$ cat src/rtl/out_fm_tile_scheduler.sv
// out_fm_tile_scheduler
// Walks every Tn x Tr x Tc tile of an N x R x C output feature map, column
// innermost, then row, then depth. For each tile it presents the base
// coordinates, pulses the mover's start, waits for the mover's done, pulses
// the mover's counter clean, then advances. A done pulse marks the end.
//
// Optional feature macro: OUT_FM_TILE_PAUSE_EN (adds pause input + PAUSE state)
//
// Ports
//   clk, rst         clock, synchronous active-high reset
//   start            request to process the whole map (IDLE only)
//   done             one-cycle pulse after the last tile is cleaned
//   busy             high in every state except IDLE and FIN
//   tile_start       one-cycle start pulse to the mover
//   tile_done        mover done (level or pulse), sampled in WAIT only
//   tile_clean       one-cycle clean pulse to the mover's tile counter
//   tile_base_n/row/col  current tile base coordinates (CW bits)
//   pause            hold between tiles (OUT_FM_TILE_PAUSE_EN only)
module out_fm_tile_scheduler #(
  parameter int unsigned CW = 32,
  parameter int unsigned N  = 32,
  parameter int unsigned R  = 64,
  parameter int unsigned C  = 32,
  parameter int unsigned Tn = 8,
  parameter int unsigned Tr = 16,
  parameter int unsigned Tc = 8
) (
  input  logic          clk,
  input  logic          rst,
  input  logic          start,
  output logic          done,
  output logic          busy,
  output logic          tile_start,
  input  logic          tile_done,
  output logic          tile_clean,
  output logic [CW-1:0] tile_base_n,
  output logic [CW-1:0] tile_base_row,
  output logic [CW-1:0] tile_base_col
`ifdef OUT_FM_TILE_PAUSE_EN
  ,
  input  logic          pause
`endif
);

  // Compare width: one extra bit so base + step never wraps
  localparam int unsigned XW = CW + 1;

  if (Tn < 1 || Tr < 1 || Tc < 1 || N < 1 || R < 1 || C < 1) begin : g_bad_param
    $error("out_fm_tile_scheduler: all map and tile dimensions must be >= 1");
  end

  typedef enum logic [2:0] {
    S_IDLE,
    S_ISSUE,
    S_WAIT,
    S_CLEAN,
    S_FIN
`ifdef OUT_FM_TILE_PAUSE_EN
    ,
    S_PAUSE
`endif
  } state_e;

  state_e        state_q, state_d;
  logic [CW-1:0] n_q, n_d, row_q, row_d, col_q, col_d;
  logic          done_q, busy_q, tile_start_q, tile_clean_q;

  logic [XW-1:0] n_ext, row_ext, col_ext;
  logic          n_wrap, row_wrap, col_wrap, last_tile;
  logic          advance;

  // Edge detection for each dimension at CW+1 bits
  always_comb begin
    n_ext     = {1'b0, n_q}   + XW'(Tn);
    row_ext   = {1'b0, row_q} + XW'(Tr);
    col_ext   = {1'b0, col_q} + XW'(Tc);
    n_wrap    = (n_ext   >= XW'(N));
    row_wrap  = (row_ext >= XW'(R));
    col_wrap  = (col_ext >= XW'(C));
    last_tile = n_wrap && row_wrap && col_wrap;
  end

  // Next-state logic
  always_comb begin
    state_d = state_q;
    advance = 1'b0;
    case (state_q)
      S_IDLE:  if (start) state_d = S_ISSUE;
      S_ISSUE: state_d = S_WAIT;
      S_WAIT:  if (tile_done) state_d = S_CLEAN;
      S_CLEAN: begin
        if (last_tile) begin
          state_d = S_FIN;
        end else begin
          advance = 1'b1;
`ifdef OUT_FM_TILE_PAUSE_EN
          state_d = pause ? S_PAUSE : S_ISSUE;
`else
          state_d = S_ISSUE;
`endif
        end
      end
`ifdef OUT_FM_TILE_PAUSE_EN
      S_PAUSE: if (!pause) state_d = S_ISSUE;
`endif
      S_FIN:   state_d = S_IDLE;
      default: state_d = S_IDLE;
    endcase
  end

  // Base advance: column innermost, then row, then depth; cleared on FIN
  always_comb begin
    n_d   = n_q;
    row_d = row_q;
    col_d = col_q;
    if (advance) begin
      if (col_wrap) begin
        col_d = '0;
        if (row_wrap) begin
          row_d = '0;
          n_d   = n_q + CW'(Tn);
        end else begin
          row_d = row_q + CW'(Tr);
        end
      end else begin
        col_d = col_q + CW'(Tc);
      end
    end
    if (state_d == S_FIN || state_d == S_IDLE) begin
      n_d   = '0;
      row_d = '0;
      col_d = '0;
    end
  end

  // State and registered outputs, decoded from the next state
  always_ff @(posedge clk) begin
    if (rst) begin
      state_q      <= S_IDLE;
      n_q          <= '0;
      row_q        <= '0;
      col_q        <= '0;
      done_q       <= 1'b0;
      busy_q       <= 1'b0;
      tile_start_q <= 1'b0;
      tile_clean_q <= 1'b0;
    end else begin
      state_q      <= state_d;
      n_q          <= n_d;
      row_q        <= row_d;
      col_q        <= col_d;
      done_q       <= (state_d == S_FIN);
      busy_q       <= (state_d != S_IDLE) && (state_d != S_FIN);
      tile_start_q <= (state_d == S_ISSUE);
      tile_clean_q <= (state_d == S_CLEAN);
    end
  end

  assign done          = done_q;
  assign busy          = busy_q;
  assign tile_start    = tile_start_q;
  assign tile_clean    = tile_clean_q;
  assign tile_base_n   = n_q;
  assign tile_base_row = row_q;
  assign tile_base_col = col_q;

endmodule

$ cat config.mk
export PLATFORM = sky130hd
export DESIGN_NAME = out_fm_tile_scheduler
export DESIGN_NICKNAME = d
export VERILOG_FILES = /design/src/rtl/out_fm_tile_scheduler.sv
export SDC_FILE = /design/constraint.sdc
export NUM_CORES = 1
export LEC_CHECK = 0
export ABC_AREA = 1
export CAP_MARGIN = 15
export CORE_MARGIN = 3
export CORE_UTILIZATION = 53
export CTS_CLUSTER_DIAMETER = 100
export CTS_CLUSTER_SIZE = 14
export DETAILED_ROUTE_END_ITERATION = 12
export PLACE_DENSITY = 0.88
export SLEW_MARGIN = 20
export SYNTH_ARGS = -nofsm -noshare
export SYNTH_HDL_FRONTEND = slang
export SYNTH_SLANG_ARGS = --single-unit
$ cat constraint.sdc
create_clock -name clk -period 3.4 [get_ports clk]
set_clock_uncertainty 0.2 [all_clocks]
set_input_delay 0.51 -clock clk [delete_from_list [all_inputs] [get_ports clk]]
set_output_delay 0.51 -clock clk [all_outputs]
set_load 0.01 [all_outputs]
# [Word level (Yosys, flattened, before mapping)]
# Cells that the tools add are included.
# W data, S select, Z words.
[totals] regBits=103 in_bits=4 output_inout_bits=100 elab_cells=42
[op_classes] add_sub_neg=6 order_cmp=3 eq_ne=7 n_mux=8 reduce_logical=10
[op_table] op="$add A32 B4 Y33 const B" n=2
[op_table] op="$ge A33 B6 Y1 const B" n=2
[op_table] op="$add A32 B4 Y32 const B" n=2
[op_table] op="$mux W32" n=2
[op_table] op="$add A32 B5 Y33 const B" n=1
[op_table] op="$ge A33 B7 Y1 const B" n=1
[op_table] op="$add A32 B5 Y32 const B" n=1
[op_table] op="$pmux W3 S4" n=1
[op_table] op="$eq A3 B2 Y1 const B" n=3
[op_table] op="$mux W3" n=3
[op_table] op="$eq A3 B1 Y1 const B" n=2
[op_table] op="$logic_not A3 Y1" n=2
[op_table] op="$eq A3 B3 Y1 const B" n=1
[op_table] op="$logic_and A1 B1 Y1" n=3
[op_table] op="$ne A3 B3 Y1 const B" n=1
[op_table] op="$reduce_and A3 Y1" n=1
[op_table] op="$reduce_bool A3 Y1" n=1
[op_table] op="$mux W1" n=2
[op_table] op="$reduce_and A2 Y1" n=1
[op_table] op="$reduce_or A2 Y1" n=1
[op_table] op="$logic_or A1 B1 Y1" n=1

# [Depth between registers and ports, before layout]
[logic_depth] ltp_word=9 ltp_mapped=19

# [Least setup slack after synthesis]
# Ideal clock, no wire load.
[synth_timing] kind="reg2reg" startpoint="register row_q[4], in the netlist tile_base_row[4]" endpoint="register col_q[25], in the netlist tile_base_col[25]" setup_ns=0.112 t_arrival_ns=2.354 required_ns=3.088 setup_slack_ns=0.734 path_stages_with_launch=17 n_path_buf=2 synth_period_minus_slack_ns=2.666 cell_sequence="dfxtp_1 ha_1 nand2_1 nor2_2 nand2_1 nor2_1 xor2_1 nor2_1 nand2_1 nor2_1 nand3_2 nand3_2 nand2_2 buf_2 buf_2 nand2_1 nor2_2"
[synth_via] elab_chain_len=9 elab_cells_between_ends=12 cone_classes="add/sub: 1; order compare: 1; eq/ne: 1; mux: 4; reduce/logical: 5"
[synth_lines] item="from (decl)" line="65" text="logic [CW-1:0] n_q, n_d, row_q, row_d, col_q, col_d;"
[synth_lines] item="from (signal assigned)" line="150" text="row_q <= row_d;"
[synth_lines] item="$add A32 B5 Y33 (*)" line="75" text="row_ext = {1'b0, row_q} + XW'(Tr);"
[synth_lines] item="$ge A33 B7 Y1 (*)" line="78" text="row_wrap = (row_ext >= XW'(R));"
[synth_lines] item="$logic_and A1 B1 Y1 (*) (2 in a row)" line="80" text="last_tile = n_wrap && row_wrap && col_wrap;"
[synth_lines] item="$mux W3" line="92" text="if (last_tile) begin"
[synth_lines] item="$pmux W3 S4" line="87" text="case (state_q)"
[synth_lines] item="$eq A3 B3 Y1 / $logic_not A3 Y1 (equally long branches)" line="129" text="if (state_d == S_FIN || state_d == S_IDLE) begin"
[synth_lines] item="$logic_or A1 B1 Y1" line="129"
[synth_lines] item="$reduce_or A2 Y1 (no line)"
[synth_lines] item="to (signal assigned)" line="151" text="col_q <= col_d;"
[synth_lines] item="to (decl)" line="65"
# Mark *: on every way between the ends. The rest lies on a longest branch, timed or not.
# A chain may end at the register's enable or synchronous reset.

# [Worst setup path after layout]
[layout_timing] startpoint="register col_q[3], in the netlist tile_base_col[3]" endpoint="register row_q[17], in the netlist tile_base_row[17]"
[layout_via] elab_chain_len=8 elab_cells_between_ends=12 cone_classes="add/sub: 1; order compare: 1; eq/ne: 1; mux: 4; reduce/logical: 5"
[layout_lines] item="$add A32 B4 Y33 (*)" line="76" text="col_ext = {1'b0, col_q} + XW'(Tc);"
[layout_lines] item="$ge A33 B6 Y1 (*)" line="79" text="col_wrap = (col_ext >= XW'(C));"
[layout_lines] item="$logic_and A1 B1 Y1" line="80"
[layout_lines] item="$mux W3" line="92"
[layout_lines] item="$pmux W3 S4" line="87"
[layout_lines] item="$eq A3 B3 Y1 / $logic_not A3 Y1 (equally long branches)" line="129"
[layout_lines] item="$logic_or A1 B1 Y1" line="129"
[layout_lines] item="$reduce_or A2 Y1 (no line)"
# Marks and branches as above.

==> flow_metrics.env <==
export IMPL_status="complete, no violations"
export IMPL_dieArea_mm2=0.0122
export IMPL_hp_start="tile_base_row[7]"
export IMPL_cp_start_kind="register"
export IMPL_synth_ff_type="dfxtp_1"
export IMPL_cp_end_kind="register"
export IMPL_power_density_mw_per_mm2=269
export IMPL_placedCellCount=1192
export IMPL_ff2ff_setup_slack_ns=0.33
export IMPL_hpwlAfterDp_um=11300
export IMPL_finalCritPeriodShare_pct=90.2
export IMPL_cts_made_buffers=9
export IMPL_yosysUniqueCellTypes=30
export IMPL_register_area_mm2=0.00186
export IMPL_die_h_um=110
export IMPL_clk_pin_slew_ns=0.09
export IMPL_port_buffers=93
export IMPL_crit_required_ns=3.46
export IMPL_grt_overflow_total=0
export IMPL_root_buffer="clkbuf_8"
export IMPL_finalNetCount=1075
export IMPL_grt_antenna_before_repair=0
export IMPL_start_util_pct=55.1
export IMPL_clk_insertion_delay_late_ns=0.38
export IMPL_gp_congestion=0.985
export IMPL_via_per_inst=5.07
export IMPL_tritoncts="done"
export IMPL_yosysWarnings=0
export IMPL_fin_setup_tns_ns=0
export IMPL_cts_hold_buf=0
export IMPL_hold_end="tile_base_row[7]"
export IMPL_drt_wl_total_um=14900
export IMPL_post_place_ws_ns=0.306
export IMPL_grt_max_degree=47
export IMPL_track_usage_pct=25.2
export IMPL_worstReg2RegStart="tile_base_col[3]"
export IMPL_rr_worst_depth=15
export IMPL_rsz0062_at_grt="no"
export IMPL_grt_pass1_wl_um=24700
export IMPL_syn_inst=969
export IMPL_multi_input_area_mm2=0.00347
export IMPL_ys_seq_area_share_pct=32.3
export IMPL_crit_type="register to register"
export IMPL_htreeDepth=3
export IMPL_critical_path_max_fanout=41
export IMPL_boundaryPins=104
export IMPL_ys_ff_latch=93
export IMPL_hold_viol_final=0
export IMPL_maxCapViolations=0
export IMPL_regToRegEndpoint="tile_base_row[17]"
export IMPL_p_leak_nw=2.55
export IMPL_final_area_mm2=0.00700
export IMPL_max_freq_ghz=0.326
export IMPL_fill_cells=959
export IMPL_drv_slew=0
export IMPL_ir_drop_mv=0.222
export IMPL_final_common_cell="nand2_1"
export IMPL_dr_first_iter_drc_count=374
export IMPL_layout_cells_non_filler=1208
export IMPL_fin_crit_ns=3.07
export IMPL_drtPass1Iterations=5
export IMPL_cp_arrival_ns=3.12
export IMPL_use_met3_pct=3.84
export IMPL_cts_buffer_depth=2
export IMPL_synth_edff_count=0
export IMPL_min_path_cells=2
export IMPL_wire_per_inst_um=12.4
export IMPL_num_rows=37
export IMPL_syn_avg_cell_area_um2=5.95
export IMPL_coreArea_mm2=0.0105
export IMPL_setup_ws_ns=0.333
export IMPL_antennaDiodeCount=0
export IMPL_area_growth_syn_to_layout_pct=21.5
export IMPL_die_w_um=110
export IMPL_ys_async_sr_fraction_pct=0
export IMPL_busiest_layer="met2"
export IMPL_met1_usage_pct=32.8
export IMPL_final_cell_mix="nand2_1 (368), nor2_1 (222), dfxtp_1 (93), clkdlybuf4s50_1 (93), inv_1 (79)"
export IMPL_drive_gt1_share_pct=7.74
export IMPL_grtUsageMet2_pct=41.9
export IMPL_cts_sinks=93
export IMPL_place_area_mm2=0.00682
export IMPL_synth_area_mm2=0.00576
export IMPL_drc=0
export IMPL_antenna_left=0
export IMPL_grt_pass1_vias=5558
export IMPL_setup_violations_final=0
export IMPL_vias=6122
export IMPL_holdCritPathClass="register to register"
## cell families after synthesis
group,after synthesis,synth area share (%)
other,1,0.0651
buffers and inverters,106,8.23
adder cells (fa/ha/maj),4,0.869
XOR/XNOR,25,3.80
AND/OR/NAND/NOR,722,53.1
flip-flops,93,32.3
AO/OA/AOI/OAI,18,1.67
## final cells by class
cell class | instances | area share, %
sequential | 93 | 26.6
clock inverter | 7 | 0.733
clock buffer | 9 | 1.77
tap | 136 | 2.43
multi-input combinational | 779 | 49.6
inverter | 82 | 4.40
timing repair buffer | 102 | 14.4
## registers in the layout, summed over array words and instances, names as in the netlist
name,count
tile_clean,1
tile_base_row,28
tile_start,1
busy,1
tile_base_col,29
state_q,3
tile_base_n,29
done,1
## routing by layer
metal | part of all wire [%] | vias to the layer above
li1 | - | 3149
met3 | 6.6 | 29
met1 | 44 | 2714
met4 | 1.9 | 0
met5 | 0 | -
met2 | 47 | 230
## report_power, final
group | total, W | switching, W | internal, W
sequential | 0.00110 | 0.00000313 | 0.00109
clock | 0.000677 | 0.000410 | 0.000268
combinational | 0.000110 | 0.0000799 | 0.0000299
## worst max-delay path by stage
stage	startpoint	endpoint	slack, ns	cells past startpoint
floorplan	tile_base_row[4]	tile_base_col[25]	0.73	16
global placement	tile_base_row[5]	tile_base_row[23]	0.43	17
detailed placement	tile_base_row[5]	tile_base_row[31]	0.31	15
CTS	tile_base_row[5]	tile_base_row[31]	0.28	15
global route	tile_base_row[5]	tile_base_col[3]	0.04	16
finish	tile_base_col[3]	tile_base_row[17]	0.33	15
## cells in the mapped netlist (8+ instances only)
cell / n / share of area, %
xor2_1: 14 / 2.1
nor2_1: 222 / 14
inv_1: 79 / 5.1
nand2_1: 368 / 24
o21ai_0: 8 / 0.69
nand3b_1: 18 / 2.3
nand3_1: 41 / 3.6
dfxtp_1: 93 / 32
nor2_2: 40 / 4.3
nand4_1: 10 / 1.1
xnor2_1: 11 / 1.7
buf_4: 10 / 1.3
## timing repair
action | CTS | global route
endpoints found under the setup margin | 0 | 9
setup buffers | 0 | 0
resized for setup | 0 | 1
## worst max-delay path: stages (launching register included)
cell and delay (ns):
dfxtp_1 0.46, ha_1 0.28, nand3_1 0.22, nor2_2 0.27, nand3_1 0.14, xnor2_1 0.15, nor2_1 0.06, nand2_1 0.07
nor2_2 0.06, nand3_4 0.13, nand3_2 0.15, nand2_2 0.11, nand3_2 0.09, nand2_4 0.09, buf_4 0.37, nor2_1 0.08
## stage by stage
step	hold slack (ns)	util, %	power (W)
final	0.306	66.9	0.00189
after global routing	0.338	66.9	0.00195
after CTS	0.304	66.8	0.00190
after detailed placement	0.290	65.1	0.00123
after global placement	0.295	65.1	0.00123
after floorplan	0.302	-	0.00122
No activity file was read; power rests on OpenSTA's default activity.
